[src/rtl/or_logic_unit_acc_pkg.sv]
// Shared op codes, FSM encodings and the frame-op to reduction-op mapping.
// Latency: n/a (declarations only).
// Backpressure: n/a.
package or_logic_unit_acc_pkg;

    typedef enum logic [1:0] {
        OP_AND = 2'b00,
        OP_OR  = 2'b01,
        OP_XOR = 2'b10,
        OP_NOR = 2'b11
    } op_e;

    typedef enum logic {
        ST_IDLE  = 1'b0,
        ST_ACCUM = 1'b1
    } state_e;

    // A NOR frame reduces with OR and inverts only the emitted value.
    function automatic op_e reduceOp(input op_e frameOp);
        return (frameOp == OP_NOR) ? OP_OR : frameOp;
    endfunction

endpackage

[src/rtl/or_logic_unit_acc_logic_op.sv]
// Bitwise AND/OR/XOR/NOR of two WIDTH-bit operands.
// Latency: combinational.
// Backpressure: none (pure function).
module logic_op
    import or_logic_unit_acc_pkg::*;
#(
    parameter int WIDTH = 4
) (
    input  logic [WIDTH-1:0] x,
    input  logic [WIDTH-1:0] y,
    input  op_e              op,
    output logic [WIDTH-1:0] z
);

    always_comb begin
        z = '0;
        case (op)
            OP_AND:  z = x & y;
            OP_OR:   z = x | y;
            OP_XOR:  z = x ^ y;
            OP_NOR:  z = ~(x | y);
            default: z = '0;
        endcase
    end

endmodule

[src/rtl/or_logic_unit_acc.sv]
// Bitwise logic unit with direct mode and multi-beat accumulate frames.
// Latency: 1 cycle from the emitting beat to out_valid.
// Backpressure: in_ready = !out_valid || out_ready; output held while stalled.
module or_logic_unit_acc
    import or_logic_unit_acc_pkg::*;
#(
    parameter int WIDTH = 4,
    parameter int CNT_W = 8
) (
    input  logic             clk,
    input  logic             reset,
    input  logic             in_valid,
    output logic             in_ready,
    input  logic [1:0]       op,
    input  logic             acc_mode,
    input  logic             in_last,
    input  logic [WIDTH-1:0] A,
    input  logic [WIDTH-1:0] B,
    output logic             out_valid,
    input  logic             out_ready,
    output logic [WIDTH-1:0] result,
    output logic             zero,
    output logic [CNT_W-1:0] beats
);

    localparam logic [CNT_W-1:0] CNT_ONE = CNT_W'(1);
    localparam logic [CNT_W-1:0] CNT_MAX = '1;

    state_e           state;
    state_e           stateNext;
    logic [WIDTH-1:0] acc;
    logic [WIDTH-1:0] accNext;
    logic [CNT_W-1:0] cnt;
    logic [CNT_W-1:0] cntNext;
    op_e              frameOp;
    op_e              frameOpNext;
    op_e              beatOp;
    op_e              reduceSel;
    logic             beatFire;
    logic             emit;
    logic [WIDTH-1:0] directZ;
    logic [WIDTH-1:0] reduceZ;
    logic [WIDTH-1:0] emitResult;
    logic [CNT_W-1:0] emitBeats;

    assign beatOp    = op_e'(op);
    assign reduceSel = reduceOp(frameOp);
    assign in_ready  = !out_valid || out_ready;
    assign beatFire  = in_valid && in_ready;

    logic_op #(.WIDTH(WIDTH)) uDirect (
        .x  (A),
        .y  (B),
        .op (beatOp),
        .z  (directZ)
    );

    logic_op #(.WIDTH(WIDTH)) uReduce (
        .x  (acc),
        .y  (A),
        .op (reduceSel),
        .z  (reduceZ)
    );

    always_ff @(posedge clk) begin
        if (reset) begin
            state <= ST_IDLE;
        end else begin
            state <= stateNext;
        end
    end

    always_comb begin
        stateNext = state;
        if (beatFire) begin
            case (state)
                ST_IDLE:  if (acc_mode && !in_last) stateNext = ST_ACCUM;
                ST_ACCUM: if (in_last) stateNext = ST_IDLE;
                default:  stateNext = ST_IDLE;
            endcase
        end
    end

    // Frame bookkeeping and the value to emit for the beat being accepted.
    always_comb begin
        accNext     = acc;
        cntNext     = cnt;
        frameOpNext = frameOp;
        emit        = 1'b0;
        emitResult  = directZ;
        emitBeats   = CNT_ONE;
        if (beatFire) begin
            case (state)
                ST_IDLE: begin
                    if (acc_mode) begin
                        accNext     = A;
                        cntNext     = CNT_ONE;
                        frameOpNext = beatOp;
                        emit        = in_last;
                        emitResult  = (beatOp == OP_NOR) ? ~A : A;
                    end else begin
                        emit = 1'b1;
                    end
                end
                ST_ACCUM: begin
                    accNext    = reduceZ;
                    cntNext    = (cnt == CNT_MAX) ? cnt : cnt + CNT_ONE;
                    emit       = in_last;
                    emitResult = (frameOp == OP_NOR) ? ~reduceZ : reduceZ;
                    emitBeats  = cntNext;
                end
                default: emit = 1'b0;
            endcase
        end
    end

    always_ff @(posedge clk) begin
        if (reset) begin
            acc     <= '0;
            cnt     <= '0;
            frameOp <= OP_AND;
        end else begin
            acc     <= accNext;
            cnt     <= cntNext;
            frameOp <= frameOpNext;
        end
    end

    // Emitting while the consumer takes the old result keeps out_valid high.
    always_ff @(posedge clk) begin
        if (reset) begin
            out_valid <= 1'b0;
            result    <= '0;
            zero      <= 1'b1;
            beats     <= '0;
        end else if (emit) begin
            out_valid <= 1'b1;
            result    <= emitResult;
            zero      <= (emitResult == '0);
            beats     <= emitBeats;
        end else if (out_ready) begin
            out_valid <= 1'b0;
        end
    end

endmodule
[config.mk]
export PLATFORM = sky130hd
export DESIGN_NAME = or_logic_unit_acc
export DESIGN_NICKNAME = d
export VERILOG_FILES = /design/src/rtl/or_logic_unit_acc_pkg.sv /design/src/rtl/or_logic_unit_acc_logic_op.sv /design/src/rtl/or_logic_unit_acc.sv
export SDC_FILE = /design/constraint.sdc
export NUM_CORES = 1
export LEC_CHECK = 0
export ABC_AREA = 1
export BUFFER_PORTS_ARGS = -buffer_cell sky130_fd_sc_hd__buf_2
export CAP_MARGIN = 20
export CORE_UTILIZATION = 56
export DETAILED_ROUTE_END_ITERATION = 12
export GPL_ROUTABILITY_DRIVEN = 0
export GPL_TIMING_DRIVEN = 0
export HOLD_SLACK_MARGIN = 0.12
export PLACE_DENSITY = 0.9
export SYNTH_ARGS = -nofsm -noshare
export SYNTH_HDL_FRONTEND = slang
export SYNTH_SLANG_ARGS = --single-unit
[constraint.sdc]
create_clock -name clk -period 1.6 [get_ports clk]
set_clock_uncertainty 0.05 [all_clocks]
set_input_delay 0.32 -clock clk [delete_from_list [all_inputs] [get_ports clk]]
set_output_delay 0.32 -clock clk [all_outputs]
set_load 0.005 [all_outputs]
# Word-level counts from Yosys, hierarchy flattened
# Cells that the tools add are included.
[classes]
addsub = 1
eq_ne = 9
n_mux = 23
bitwise = 11
reduce_logical = 11
[op_table]
columns = ["op", "count"]
rows = [
  ["8-bit 2-to-1 mux", 4],
  ["4-bit case mux with 4 select lines", 2],
  ["4-bit 2-to-1 mux", 5],
  ["4-bit inverter", 4],
  ["4-bit case mux with 2 select lines", 2],
  ["8-bit case mux with 2 select lines", 1],
  ["2-bit equality test, second input constant", 5],
  ["8-bit by 1-bit adder with 8-bit output, second input constant", 1],
  ["4-bit AND", 2],
  ["8-bit equality test, second input constant", 1],
  ["4-bit OR", 2],
  ["4-bit bitwise XOR", 2],
  ["1-bit 2-to-1 mux", 6],
  ["2-bit by 1-bit equality test with 1-bit output, second input constant", 2],
  ["2-bit logical NOT", 2],
  ["4-bit logical NOT", 1],
  ["1-bit case mux with 2 select lines", 2],
  ["3-bit AND reduction", 1],
  ["1-bit logical AND", 2],
  ["1-bit logical NOT", 2],
  ["2-bit 2-to-1 mux", 1],
  ["2-bit inequality test, second input constant", 1],
  ["2-bit AND reduction", 1],
  ["2-bit nonzero test", 1],
  ["other kinds (2)", 2],
]
[word_totals]
regBits = 29

# Longest topological paths before layout
[depth]
ltp_word = 9
mapped_depth = 12
ltp_nobuf = 12

# Hierarchy
# A second synthesis with hierarchy kept.
[hier_totals]
cells_unflattened = 313
hier_area_um2 = 2010.7
[by_module_without_submodules]
columns = ["mod", "instances", "cells_each", "area_per_inst_um2"]
rows = [
  ["or_logic_unit_acc", 1, 225, 1492.7],
  ["logic_op", 2, 44, 259.0],
]

# Least setup slack after synthesis
# OpenSTA, ideal clock, no wires.
[synth_timing]
path_type = "input to register"
startpoint = "in A[1]"
endpoint = "reg zero"
setup_time_ns = 0.059
arrival_ns = 1.282
t_required_ns = 1.491
setup_slack_ns = 0.209
path_stages = 10
n_path_buf = 0
path_cell_list = "inv_1 ha_1 nand3b_1 nand3_2 nand2_1 nand2_1 nand2_2 a21oi_4 nand3_1 nand2_1"
[synth_via]
elab_chain_len = 8
word_cells_on_any_way = 18
classes_between = "mux: 7; bitwise: 10; reduce/logical: 1"
[synth_lines]
columns = ["element", "line", "rtl"]
rows = [
  ["from (decl)", "or_logic_unit_acc.sv:17", "input logic [WIDTH-1:0] A,"],
  ["4-bit OR", "or_logic_unit_acc_logic_op.sv:19, or_logic_unit_acc_logic_op.sv:21", ""],
  ["4-bit inverter", "or_logic_unit_acc_logic_op.sv:21", "OP_NOR: z = ~(x | y);"],
  ["4-bit case mux with 4 select lines", "or_logic_unit_acc_logic_op.sv:17", "case (op)"],
  ["4-bit inverter", "or_logic_unit_acc.sv:109", "emitResult = (frameOp == OP_NOR) ? ~reduceZ : reduceZ;"],
  ["4-bit 2-to-1 mux", "or_logic_unit_acc.sv:109", ""],
  ["4-bit case mux with 2 select lines", "or_logic_unit_acc.sv:93", "case (state)"],
  ["4-bit 2-to-1 mux (*)", "or_logic_unit_acc.sv:92", "if (beatFire) begin"],
  ["4-bit logical NOT (*)", "or_logic_unit_acc.sv:139", "zero <= (emitResult == '0);"],
  ["to (signal assigned)", "or_logic_unit_acc.sv:139", ""],
  ["to (decl)", "or_logic_unit_acc.sv:22", "output logic zero,"],
]
# Mark *: on every way between the ends. The rest lies on a longest branch, timed or not.
# A chain may end at the register's enable or synchronous reset.

# Worst setup path in the final report
[layout_timing]
startpoint = "reg acc[2]"
endpoint = "reg zero"
[layout_via]
elab_chain_len = 8
word_cells_on_any_way = 10
classes_between = "mux: 4; bitwise: 5; reduce/logical: 1"
[layout_lines]
columns = ["element", "line", "rtl"]
rows = [
  ["from (decl)", "or_logic_unit_acc.sv:31", "logic [WIDTH-1:0] acc;"],
  ["from (signal assigned)", "or_logic_unit_acc.sv:123", "acc <= accNext;"],
  ["4-bit OR", "or_logic_unit_acc_logic_op.sv:19, or_logic_unit_acc_logic_op.sv:21", ""],
  ["4-bit inverter", "or_logic_unit_acc_logic_op.sv:21", ""],
  ["4-bit case mux with 4 select lines (*)", "or_logic_unit_acc_logic_op.sv:17", ""],
  ["4-bit inverter", "or_logic_unit_acc.sv:109", ""],
  ["4-bit 2-to-1 mux (*)", "or_logic_unit_acc.sv:109", ""],
  ["4-bit case mux with 2 select lines (*)", "or_logic_unit_acc.sv:93", ""],
  ["4-bit 2-to-1 mux (*)", "or_logic_unit_acc.sv:92", ""],
  ["4-bit logical NOT (*)", "or_logic_unit_acc.sv:139", ""],
]
# Marks and branches as above.

==> results_dict.tcl <==
set metrics [dict create \
    status "complete, no violations" \
    dieHeight_um 61.0 \
    grt_pass1_vias 1545 \
    yosysTopAreaCellShare 0.297 \
    vdd_drop_max_v 0.000771 \
    cp_max_fo 2 \
    hold_viol_final 0 \
    period_minus_slack_ns 1.55 \
    cp.buffers_inverters 1 \
    place_ws_ns -0.101 \
    setup_viol 0 \
    grtUsageTotal 0.243 \
    r2r_slack_ns 0.05 \
    core_mm2 0.00334 \
    leakage_nw 1.05 \
    min_from "reset" \
    drive_gt1_frac 0.273 \
    min_period_over_period 0.968 \
    yosysTopAreaCell "dfxtp_1" \
    holdPathEnd "acc[2]" \
    ios 31 \
    cts_root_buf "clkbuf_4" \
    wl_per_cell_um 12.2 \
    powerDensity_mw_per_mm2 711 \
    maxCapViolCount 0 \
    cts_resized 0 \
    hpwl_um 3190 \
    fill_cells 292 \
    synthesis.nets 301 \
    ys_ff_latch 29 \
    ys_seq_area_frac 0.297 \
    post-cts-setup-buffers 0 \
    slowest_delay_ns 0.34 \
    vias 1836 \
    num_antenna_cells 0 \
    first_pass_iters 4 \
    antenna_found_initial 0 \
    cts.clk_slew.worst_paths_ns 0.09 \
    start_util 0.585 \
    multi_input_area_mm2 0.00119 \
    drc 0 \
    reg2reg_depth 11 \
    yosys_warnings 0 \
    fmax_ghz 0.646 \
    synth_edf_count 0 \
    seq_area_um2 586 \
    crit_chain "inv_1, ha_1, nand3_1, nand3_2, nand2_1, nand2_1, nand3_2, nand2_1, nor2_1, nand3_2, nand2_1" \
    clk_path_buf_depth 2 \
    worstSetupPathType "reg -> reg" \
    via_per_inst 5.25 \
    worstPathArrival_ns 1.77 \
    r2r_start "acc[2]" \
    hp-class "in -> reg" \
    ctsHoldBuffers 0 \
    cts_tree "built" \
    syn_area_per_cell_um2 7.28 \
    drtAntennaViolNets 0 \
    grt_pass1_wl_um 6760 \
    hold_depth 2 \
    grt.overflow.total 0 \
    synth-main-ff-cell "dfxtp_1" \
    syn_to_final_growth_pct 14.1 \
    cts_buffers 5 \
    holdWs_ns 0.182 \
    synth_area_leaders "dfxtp_1, nand2_1, ha_1" \
    path_common_cell "nand2_1" \
    crit_slowest_cell "dfxtp_2" \
    synthesis.area_mm2 0.00195 \
    setup_ws_ns 0.0512 \
    reg2reg_to "zero" \
    drtIter0Drc 70 \
    fin_nets 336 \
    start_kind "flop" \
    synth_cell_types 36 \
    tightest_slew_ns 0.558 \
    htree_levels 2 \
    io_buffers 28 \
    grt_max_degree 11 \
    setup.worst_path.end_class "flop" \
    rows 21 \
    slew_headroom 0.628 \
    dieWidth_um 61.0 \
    slew_viol_final 0 \
    synth_cells 268 \
    crit_family "simple AND/OR/NAND/NOR gates" \
    synthArstFlopShare 0 \
    die_area_mm2 0.00373 \
    clkLatencyLatePin_ns 0.32 \
    wl_um 4280 \
    cp.required_ns 1.82 \
    clock-sinks 29 \
]
==> layout make-up <==
class / count / area share
timing repair buffer: 28 / 0.0629
tap: 46 / 0.0258
clock buffer: 8 / 0.0219
sequential: 29 / 0.263
multi-input combinational: 195 / 0.535
buffer: 7 / 0.0258
inverter: 37 / 0.0657
==> cells by family (layout without fill, tap and decap cells) <==
family                     Yosys count  count (layout)  synth area share
buffers and inverters               44              80             0.104
and+or+nand+nor                    112             112             0.274
adders and majority gates           17              17             0.109
xor gates and xnor gates             2               2           0.00898
AOI/OAI and AO/OA                   64              64             0.206
DFF                                 29              29             0.297
==> report_power, final <==
part	internal (W)	total (W)	leakage (nW)	switching, W
Sequential	0.000758	0.000783	0.238	0.0000251
Combinational	0.000147	0.000387	0.781	0.000240
Clock	0.000175	0.000413	0.0265	0.000238
==> through the flow <==
| step | power (W) | cells | util | TNS (ns) | area (um2) |
|---|---|---|---|---|---|
| floorplan | 0.00106 | 268 | - | 0 | 1950 |
| global placement | 0.00116 | 342 | 0.644 | -0.0870 | 2150 |
| detailed placement | 0.00117 | 342 | 0.644 | -0.116 | 2150 |
| CTS | 0.00157 | 350 | 0.659 | 0 | 2200 |
| global route | 0.00167 | 350 | 0.667 | -0.0427 | 2230 |
| finish | 0.00158 | 350 | 0.667 | 0 | 2230 |
==> registers in the layout, indices dropped and copies added, names as in the netlist <==
| name | flops |
|---|---|
| zero | 1 |
| frameOp | 2 |
| state | 1 |
| cnt | 8 |
| out_valid | 1 |
| result | 4 |
| beats | 8 |
| acc | 4 |
==> per-layer routing <==
layer  global-route usage  vias up  wire length, um
met4               0.0584        0               35
met1                0.349      821             2110
li1                     -      949                -
met5                    0        -                0
met2                0.376       61             1920
met3               0.0462        5              209
==> worst max path at each step <==
stage | endpoint | slack [ns] | start | depth (start not counted)
detailed placement | zero | -0.10 | A[1] | 10
floorplan | zero | 0.21 | A[1] | 10
global placement | zero | -0.09 | A[1] | 10
finish | zero | 0.05 | acc[2] | 11
CTS | cnt[6] | 0.03 | cnt[0] | 7
global route | zero | -0.04 | acc[2] | 11
==> cells in the mapped netlist, types with 2 or more instances <==
cell / count
nand2_4: 2
nor2_1: 14
nor2_4: 2
a21oi_2: 2
o21ai_1: 13
nand2_2: 6
dfxtp_1: 29
o21ai_2: 2
buf_4: 2
inv_2: 7
a21oi_1: 20
a221oi_2: 3
nand2_1: 61
nand4_1: 2
o21a_1: 2
nand3_2: 2
nor2_2: 5
nand3_1: 14
ha_1: 17
buf_6: 3
o21ai_0: 15
inv_1: 29
o211ai_1: 3
==> cells in the final DEF (no fill, tap or decap) <==
cell type  netlist  routed
nand3_4          1       1
o21ai_0         15      14
nand4_1          2       2
nor2_2           5       4
xnor2_1          1       1
or2_2            1       1
o21bai_2         0       1
buf_6            3       3
inv_1           29      29
inv_2            7       7
o21a_1           2       2
o221a_2          1       1
a22o_1           1       1
dfxtp_2          0       4
inv_8            1       1
nand3_1         14      11
nand2_4          2       2
a221oi_2         3       3
ha_1            17      17
o211ai_1         3       3
nand3_2          2       5
o21ai_1         13      14
nor2_1          14      14
nor2_4           2       3
nand3b_1         1       1
clkbuf_1         1       4
a21oi_2          2       2
buf_2            1      29
o21ai_2          2       2
buf_4            2       2
nand2_1         61      61
dfxtp_1         29      25
a21oi_4          1       1
xor2_1           1       1
a21oi_1         20      20
nand2_2          6       6
or2_0            1       1
clkbuf_4         0       5
No activity file was read; power rests on OpenSTA's default activity.
